[config.mk]
export PLATFORM = sky130hd
export DESIGN_NAME = mem_bus_arbiter
export DESIGN_NICKNAME = d
export VERILOG_FILES = /design/src/rtl/mem_bus_arbiter.sv
export SDC_FILE = /design/constraint.sdc
export NUM_CORES = 1
export LEC_CHECK = 0
export CORE_AREA = 2 2 119 121
export CTS_CLUSTER_DIAMETER = 200
export DETAILED_ROUTE_END_ITERATION = 16
export DIE_AREA = 0 0 121 123
export GPL_TIMING_DRIVEN = 0
export PLACE_DENSITY = 0.82
export SYNTH_ARGS = -nofsm -noshare
export SYNTH_HDL_FRONTEND = slang
export SYNTH_SLANG_ARGS = --single-unit
[constraint.sdc]
create_clock -name clk -period 3.2 [get_ports clk]
set_input_delay 0.48 -clock clk [delete_from_list [all_inputs] [get_ports clk]]
set_output_delay 0.48 -clock clk [all_outputs]
set_load 0.005 [all_outputs]
[src/rtl/mem_bus_arbiter.sv]
// Two-requester round-robin arbiter for the shared 32-bit valid/ready memory bus.
// Serialises CPU/DMA transactions, registers each response and bounds downstream latency.
module mem_bus_arbiter #(
  parameter int unsigned TIMEOUT_CYCLES = 255,
  parameter int unsigned CNT_WIDTH      = 8
) (
  input  logic        clk,
  input  logic        reset_n,
  input  logic        m0_valid,
  output logic        m0_ready,
  input  logic [31:0] m0_addr,
  input  logic [31:0] m0_wdata,
  input  logic [3:0]  m0_wstrb,
  output logic [31:0] m0_rdata,
  input  logic        m1_valid,
  output logic        m1_ready,
  input  logic [31:0] m1_addr,
  input  logic [31:0] m1_wdata,
  input  logic [3:0]  m1_wstrb,
  output logic [31:0] m1_rdata,
  output logic        s_valid,
  input  logic        s_ready,
  output logic [31:0] s_addr,
  output logic [31:0] s_wdata,
  output logic [3:0]  s_wstrb,
  input  logic [31:0] s_rdata,
  output logic        grant,
  output logic        err_timeout,
  input  logic        err_clear
);

  typedef enum logic [1:0] {
    IDLE = 2'd0,
    BUSY = 2'd1,
    RESP = 2'd2
  } state_t;

  localparam logic [CNT_WIDTH-1:0] CNT_LAST = CNT_WIDTH'(TIMEOUT_CYCLES - 1);

  state_t               state;
  state_t               state_next;
  logic                 prio;
  logic                 pick;
  logic                 do_grant;
  logic                 done_ok;
  logic                 done_to;
  logic [CNT_WIDTH-1:0] cnt;
  logic [31:0]          resp_data;

  always_ff @(posedge clk) begin
    if (!reset_n) state <= IDLE;
    else          state <= state_next;
  end

  // prio breaks ties; it starts at requester 0 and then points away from the last winner
  always_comb begin
    state_next = state;
    pick       = 1'b0;
    do_grant   = 1'b0;
    done_ok    = 1'b0;
    done_to    = 1'b0;
    case (state)
      IDLE: begin
        if (m0_valid || m1_valid) begin
          do_grant   = 1'b1;
          pick       = (m0_valid && m1_valid) ? prio : m1_valid;
          state_next = BUSY;
        end
      end
      BUSY: begin
        if (s_ready) begin
          done_ok    = 1'b1;
          state_next = RESP;
        end else if (cnt == CNT_LAST) begin
          done_to    = 1'b1;
          state_next = RESP;
        end
      end
      RESP:    state_next = IDLE;
      default: state_next = IDLE;
    endcase

    s_valid  = (state == BUSY);
    m0_ready = (state == RESP) && !grant && m0_valid;
    m1_ready = (state == RESP) &&  grant && m1_valid;
    m0_rdata = m0_ready ? resp_data : 32'h0;
    m1_rdata = m1_ready ? resp_data : 32'h0;
  end

  always_ff @(posedge clk) begin
    if (!reset_n) begin
      grant       <= 1'b0;
      prio        <= 1'b0;
      s_addr      <= 32'h0;
      s_wdata     <= 32'h0;
      s_wstrb     <= 4'h0;
      cnt         <= '0;
      resp_data   <= 32'h0;
      err_timeout <= 1'b0;
    end else begin
      if (do_grant) begin
        grant   <= pick;
        prio    <= ~pick;
        s_addr  <= pick ? m1_addr  : m0_addr;
        s_wdata <= pick ? m1_wdata : m0_wdata;
        s_wstrb <= pick ? m1_wstrb : m0_wstrb;
        cnt     <= '0;
      end else if (state == BUSY && !s_ready) begin
        cnt <= cnt + CNT_WIDTH'(1);
      end

      if (done_ok)      resp_data <= s_rdata;
      else if (done_to) resp_data <= 32'h0;

      // a timeout in the same cycle as err_clear keeps the flag set
      if (done_to)        err_timeout <= 1'b1;
      else if (err_clear) err_timeout <= 1'b0;
    end
  end

endmodule

# Word level (Yosys, flattened, before mapping)
# Cells that the tools add are included.
# totals
reg_bits	113
wordCells	54
# op_classes
n_addsub	1
eq_ne	5
mux	23
bitwise	2
reduce_logical	14
# ops
operator	count
$mux 32	6
$mux 1	12
$add 8x1->8 const B	1
$eq 8x8->1 const B	1
$logic_and 1x1->1	6
$mux 2	3
$mux 4	1
$pmux 2 s2	1
$reduce_bool 2->1	2
$ne 3x1->1 const B	1
$eq 2x1->1 const B	1
$eq 2x2->1 const B	1
$logic_not 1->1	2
$logic_not 2->1	1
$ne 2x2->1 const B	1
$not 1->1	2
$reduce_and 2->1	1
$reduce_or 2->1	1
$logic_or 1x1->1	1

# Depth between registers and ports, before layout
# Gate-level depths: netlist of the first run.
# depth
depth_word	6
ltp_mapped	6
ltp_nobuf	5

# Least setup slack after synthesis of the first run
# No wires, ideal clock.
# synth_path
path_kind	register -> register
startpoint	reg cnt[0]
endpoint	reg resp_data[10]
setup_ns	0.060
arrival_time_ns	1.643
t_required_ns	3.140
setup_slack_ns	1.497
stages_incl_launch_ff	7
n_path_buf	1
period_less_slack_ns	1.703
cell_sequence	dfxtp_1 > inv_1 > ha_1 > and3_1 > a311oi_2 > clkbuf_1 > a22o_1
# synth_via
elab_chain_cells	5
# synth_rtl
item	line_no	text
start, declared	47	logic [CNT_WIDTH-1:0] cnt;
start signal, assigned	109	cnt <= cnt + CNT_WIDTH'(1);
$eq 8x8->1	74	end else if (cnt == CNT_LAST) begin
$mux 1	74	
$mux 1	71	if (s_ready) begin
$mux 1	62	case (state)
$reduce_bool 2->1 (no line)	-	
end signal, assigned	112	if (done_ok) resp_data <= s_rdata;
end, declared	48	logic [31:0] resp_data;
# No other way between the ends.
# A chain may end at the register's enable or synchronous reset.

# Final worst setup path of the first run
# layout_path
startpoint	in m1_valid
endpoint	out m1_rdata[26]
# layout_via
elab_chain_cells	2
# layout_rtl
item	line_no	text
start, declared	15	input logic m1_valid,
$logic_and 1x1->1	85	m1_ready = (state == RESP) && grant && m1_valid;
$mux 32	87	m1_rdata = m1_ready ? resp_data : 32'h0;
end, declared	20	output logic [31:0] m1_rdata,
# No other way between the ends.

==> impl_metrics.ini, run 1 <==
[timing]
timing.final.crit_share = 0.9388
fmax_ghz = 0.3329
finalMaxSlewViolations = 0
finalSetupViolCount = 0
rsz0062_at_grt = no
clock-skew-final_ns = 0.01106
worst_pin_slew_ns = 0.7424
period_minus_slack_ns = 3.004
fin_hold_ws_ns = 0.4805
setup_ws_ns = 0.1958
maxSlewHeadroom = 0.5032
tns_ns = 0
hold_violations = 0

[layout]
final_util = 0.6638
drive_gt1_frac = 0.04384
diodes = 0
layout_commonest_cell = clkdlybuf4s50_1
instances_no_fill = 1138
final_area_um2 = 9036
areaGrowthSynthToFinish_pct = 74.61
fin_nets = 1122
area.sequential_um2 = 2262
fillCellCount = 1183
multi_input_area_um2 = 2634
layout_common_cells = clkdlybuf4s50_1 (310), nand3_1 (113), dfxtp_1 (113)

[clock_network]
cts_tree = built
hold_buffers = 0
cts_setup_buffers = 0
clock_sinks = 113
clock_latency_ns = 0.41
clkSlewWorstSetupHoldPaths_ns = 0.05
clock_path_buffers = 2
cts_max_level = 4
cts-root-buf = clkbuf_16
cts_made_buffers = 17
cts_resized = 0

[drt]
vias_per_cell = 5.443
dr.first_iter.drc_count = 422
drc = 0
ant_nets = 0
num_vias = 6194
routed_wl_um = 20630
dr.pass1.iters = 5
post_drt_wl_per_cell_um = 18.12

[hold_path]
worstHoldEndpoint = resp_data[12]
min_from = resp_data[12]
min_path_type = register to register
holdPathStages = 1

[pwr]
p_leak_nw = 3.180
seq_power_share = 0.376
switching_share = 0.2651
p_int_mw = 3.130
power_mw = 4.259
pwr-share-comb = 0.217
pwr-share-clk = 0.408
peakVddDrop_mv = 0.3173
switching_power_mw = 1.129
power.density_nw_per_um2 = 471.3

[yosys]
yosysWarnings = 0
async_flop_share = 0
synth_top_area_share = 0.4371
avgSynthCellArea_um2 = 8.387
netlist_instances = 617
synthTopCellsByArea = dfxtp_1 (44%), nand3_1 (11%), and2_1 (7.7%)
seq_area_frac_synth = 0.4371
synth_nets = 793
ys.flop_type = dfxtp_1
synth-seq-cells = 113
ys_types = 42
netlist_area_um2 = 5175
yosysTopAreaCell = dfxtp_1
synth_edf_count = 0

[placed_design]
gp_congestion = 0.8699
place_area_um2 = 8503
dp_hpwl_um = 15280
post-place-cells = 1107
place_ws_ns = 0.1985
port_buffers = 310

[critical_path]
required_ns = 2.72
worstPathMaxFanout = 10
cp.arrival_ns = 2.52
reg2reg_slack_ns = 1.13
startpoint = m1_valid
cp-end-kind = primary output
regToRegStartpoint = cnt[0]
r2r_cells = 6
start_kind = input pin
worstSetupPathType = input pin to primary output
regToRegEndpoint = resp_data[19]

[die]
ioPinCount = 311
die_area_um2 = 14880
start_util = 0.3802
core.rowCount = 43
fp.dieW_um = 121
fp.dieH_um = 123
core_area_um2 = 13610

[grt]
grt_overflow = 0
track_usage = 0.2660
grt_max_degree = 17
antenna_found_initial = 0
grt_pass1_vias = 5934
grt_pass1_wl_um = 30990

[run]
cap_violations = 0

[run_status]
run_status = finished clean
-- power groups by stage --
stage,registers (mW),clock network (mW),logic [mW]
2_1_floorplan,1.62,0,0.363
3_3_place_gp,1.62,0,0.906
3_5_place_dp,1.62,0,0.915
4_1_cts,1.60,1.75,0.921
5_1_grt,1.61,1.83,0.996
6_report,1.60,1.74,0.922
-- worst max-delay path, cell delays in order --
cell and delay [ns]:
clkdlybuf4s50_1 0.58, and4b_1 0.39, clkbuf_1 0.33, and2_1 0.23, clkdlybuf4s50_1 0.51
-- cell type report --
class                      count  share of cell area
timing repair buffer         310              0.3434
multi-input combinational    434              0.2915
sequential                   113              0.2503
clock buffer                  25             0.05262
buffer                        68             0.03005
tap                          180             0.02492
clock inverter                 6            0.006369
inverter                       2           0.0008308
-- synthesized netlist by cell type, drive strengths merged (2+ instances only) --
cell type  count
a21oi         34
a22o          32
a311oi        27
a31oi         42
and2          64
and3           3
buf            9
clkbuf        59
dfxtp        113
ha             2
inv            2
mux2i          2
nand2          8
nand2b         2
nand3        113
nor2           6
nor2b          2
nor3b          3
o21ai         73
or2            2
or3            3
or3b           2
-- sequential cells by signal, indices dropped and copies added, names as in the netlist --
signal,cells
s_wdata,32
err_timeout,1
grant,1
cnt,8
s_wstrb,4
resp_data,32
state,2
s_addr,32
prio,1
-- logic make-up (layout without fill, tap and decap cells) --
group           after synthesis  count (layout)  share of synthesized area
mux                           2               2                   0.003869
flops                       113             113                     0.4371
fa+ha+maj                     2               2                   0.004835
xor+xnor                      1               1                   0.001693
simple gates                216             216                     0.2357
buf+inv                      70             411                    0.05392
compound gates              213             213                     0.2628
-- routing by layer --
layer | wire length (µm) | up-vias | track usage | part of all wire
met2 | 10000 | 277 | 0.4477 | 0.48
met3 | 1542 | 47 | 0.08902 | 0.075
met4 | 602 | 0 | 0.1083 | 0.029
met5 | 0 | - | 0 | 0
met1 | 8479 | 2916 | 0.3118 | 0.41
li1 | - | 2954 | - | -
-- how the worst max path moves through the flow --
stage	cells past startpoint	slack, ns	to
CTS	5	0.19	m1_rdata[27]
floorplan	6	1.50	resp_data[10]
global placement	5	0.22	m1_rdata[26]
detailed placement	5	0.20	m1_rdata[26]
finish	5	0.20	m1_rdata[26]
global route	5	0.12	m1_rdata[23]
Note: power is estimated with default switching activity, not from simulation.
==> run 2: changes to the inputs <==
--- a/config.mk
+++ b/config.mk
@@ -5,6 +5,7 @@
 export SDC_FILE = /design/constraint.sdc
 export NUM_CORES = 1
 export LEC_CHECK = 0
+export ABC_CLOCK_PERIOD_IN_PS = 3200
 export CORE_AREA = 2 2 119 121
 export CTS_CLUSTER_DIAMETER = 200
 export DETAILED_ROUTE_END_ITERATION = 16
@@ -14,3 +15,4 @@
 export SYNTH_ARGS = -nofsm -noshare
 export SYNTH_HDL_FRONTEND = slang
 export SYNTH_SLANG_ARGS = --single-unit
+export TNS_END_PERCENT = 50
==> results of run 2 <==
The final DEF is identical to that of run 1; final timing and power are the same.
==> run 3: changes to the inputs <==
--- a/config.mk
+++ b/config.mk
@@ -6,12 +6,12 @@
 export NUM_CORES = 1
 export LEC_CHECK = 0
 export ABC_CLOCK_PERIOD_IN_PS = 3200
-export CORE_AREA = 2 2 119 121
+export CORE_AREA = 2 2 121 123
 export CTS_CLUSTER_DIAMETER = 200
 export DETAILED_ROUTE_END_ITERATION = 16
-export DIE_AREA = 0 0 121 123
+export DIE_AREA = 0 0 123 125
 export GPL_TIMING_DRIVEN = 0
-export PLACE_DENSITY = 0.82
+export PLACE_DENSITY = 0.79
 export SYNTH_ARGS = -nofsm -noshare
 export SYNTH_HDL_FRONTEND = slang
 export SYNTH_SLANG_ARGS = --single-unit
==> run 3 against run 2 <==
  * Design area grew 0.43%
  * Sequential power is essentially flat
  * Routed wire length shrank 2.0%
  * Combinational power is essentially flat
  * Flip-flop and latch count is the same
  * Global-route usage shrank 0.43 points
  * Critical path type unchanged
  * Sequential share of layout area shrank 0.11 points
  * Clock power grew 6%
  * Setup slack gained 0.069 ns
  * Power grew 2.4%
==> impl_metrics.ini, run 3 (synthesis gave the netlist of run 1 again) <==
[layout]
drive_gt1_frac = 0.04384
fin_nets = 1122
diodes = 0
layout_common_cells = clkdlybuf4s50_1 (310), nand3_1 (113), dfxtp_1 (113)
fillCellCount = 1259
layout_commonest_cell = clkdlybuf4s50_1
instances_no_fill = 1142
reg_top3 = resp_data (32), s_addr (32), s_wdata (32)
areaGrowthSynthToFinish_pct = 75.36

[die]
fp.dieH_um = 125
core_area_um2 = 14200
ioPinCount = 311
core.rowCount = 44
die_area_um2 = 15380
fp.dieW_um = 123
start_util = 0.3643

[pwr]
p_leak_nw = 3.194
switching_power_mw = 1.128
switching_share = 0.2587
seq_power_share = 0.367
peakVddDrop_mv = 0.3367
pwr-share-clk = 0.423
power.density_nw_per_um2 = 480.5
pwr-share-comb = 0.211
p_int_mw = 3.232
power_mw = 4.360

[timing]
timing.final.crit_share = 0.9173
fmax_ghz = 0.3407
hold_violations = 0
maxSlewHeadroom = 0.4750
worst_pin_slew_ns = 0.7846
setup_ws_ns = 0.2648
rsz0062_at_grt = no
tns_ns = 0
clock-skew-final_ns = 0.008145
fin_hold_ws_ns = 0.4778
finalMaxSlewViolations = 0
finalSetupViolCount = 0
period_minus_slack_ns = 2.935

[placed_design]
post-place-cells = 1111
gp_congestion = 0.9051
dp_hpwl_um = 15110
port_buffers = 310
place_ws_ns = 0.2539

[critical_path]
worstSetupPathType = input pin to primary output
worstPathMaxFanout = 10
required_ns = 2.72
start_kind = input pin
cp.arrival_ns = 2.46
cp-end-kind = primary output

[hold_path]
min_path_type = register to register

[clock_network]
clock_sinks = 113
clkSlewWorstSetupHoldPaths_ns = 0.05
cts-root-buf = clkbuf_16
clock_path_buffers = 2
cts_tree = built
cts_resized = 0
cts_made_buffers = 17
hold_buffers = 0
cts_max_level = 4
clock_latency_ns = 0.42
cts_setup_buffers = 0

[drt]
vias_per_cell = 5.388
dr.first_iter.drc_count = 446
dr.pass1.iters = 5
ant_nets = 0
post_drt_wl_per_cell_um = 17.70
drc = 0
num_vias = 6153
routed_wl_um = 20220

[run_status]
run_status = finished clean

[grt]
grt_max_degree = 17
grt_overflow = 0
grt_pass1_wl_um = 31360
grt_pass1_vias = 5936
track_usage = 0.2617
antenna_found_initial = 0

[run]
cap_violations = 0
[run 3: changes by cell type in the layout (fill, tap and decap cells not counted)]
| cell | delta |
|---|---|
| clkbuf_8 | +1 |
| clkinv_2 | -2 |
| bufinv_16 | +1 |
[run 3: worst max-delay path: stages]
cell and delay [ns]:
clkdlybuf4s50_1 0.55, and4bb_2 0.37, clkbuf_1 0.33, and2_1 0.18
clkdlybuf4s50_1 0.54
[run 3: through the flow]
step                cell area, µm²    util
finish                        9075  0.6389
global route                  9075  0.6389
CTS                           9075  0.6389
detailed placement            8508  0.5990
global placement              8508  0.5990
floorplan                     5175       -
[run 3: path summary, 6_finish.rpt]
check	startpoint	to	slack, ns	depth (start not counted)
max	m0_valid	m0_rdata[7]	0.26	5
min	err_timeout	err_timeout	0.48	2
max reg2reg	cnt[0]	resp_data[14]	1.09	6
min reg2reg	err_timeout	err_timeout	0.48	2
[run 3: power groups by stage]
stage	Sequential, mW	Combinational, mW	Clock [mW]
after floorplan	1.62	0.363	0
after global routing	1.61	0.996	1.93
after global placement	1.62	0.908	0
after detailed placement	1.62	0.915	0
after CTS	1.60	0.920	1.87
final	1.60	0.919	1.84
[run 3: final cells by class]
class                   instances  area (µm²)  area share
flip-flops and latches        113        2262      0.2493
clock buffers                  26       489.2     0.05391
multi-input cells             434        2634      0.2902
repair buffers                310        3103      0.3419
plain buffers                  68       271.5     0.02992
well taps                     184       230.2     0.02537
clock inverters                 5       77.57    0.008548
inverters                       2       7.507   0.0008272
[run 3: metal layers]
layer | part of all wire | GRT usage | vias up
li1 | - | - | 2952
met1 | 0.40 | 0.3102 | 2888
met2 | 0.48 | 0.4209 | 259
met3 | 0.077 | 0.09443 | 54
met4 | 0.040 | 0.1183 | 0
met5 | 0 | 0 | -
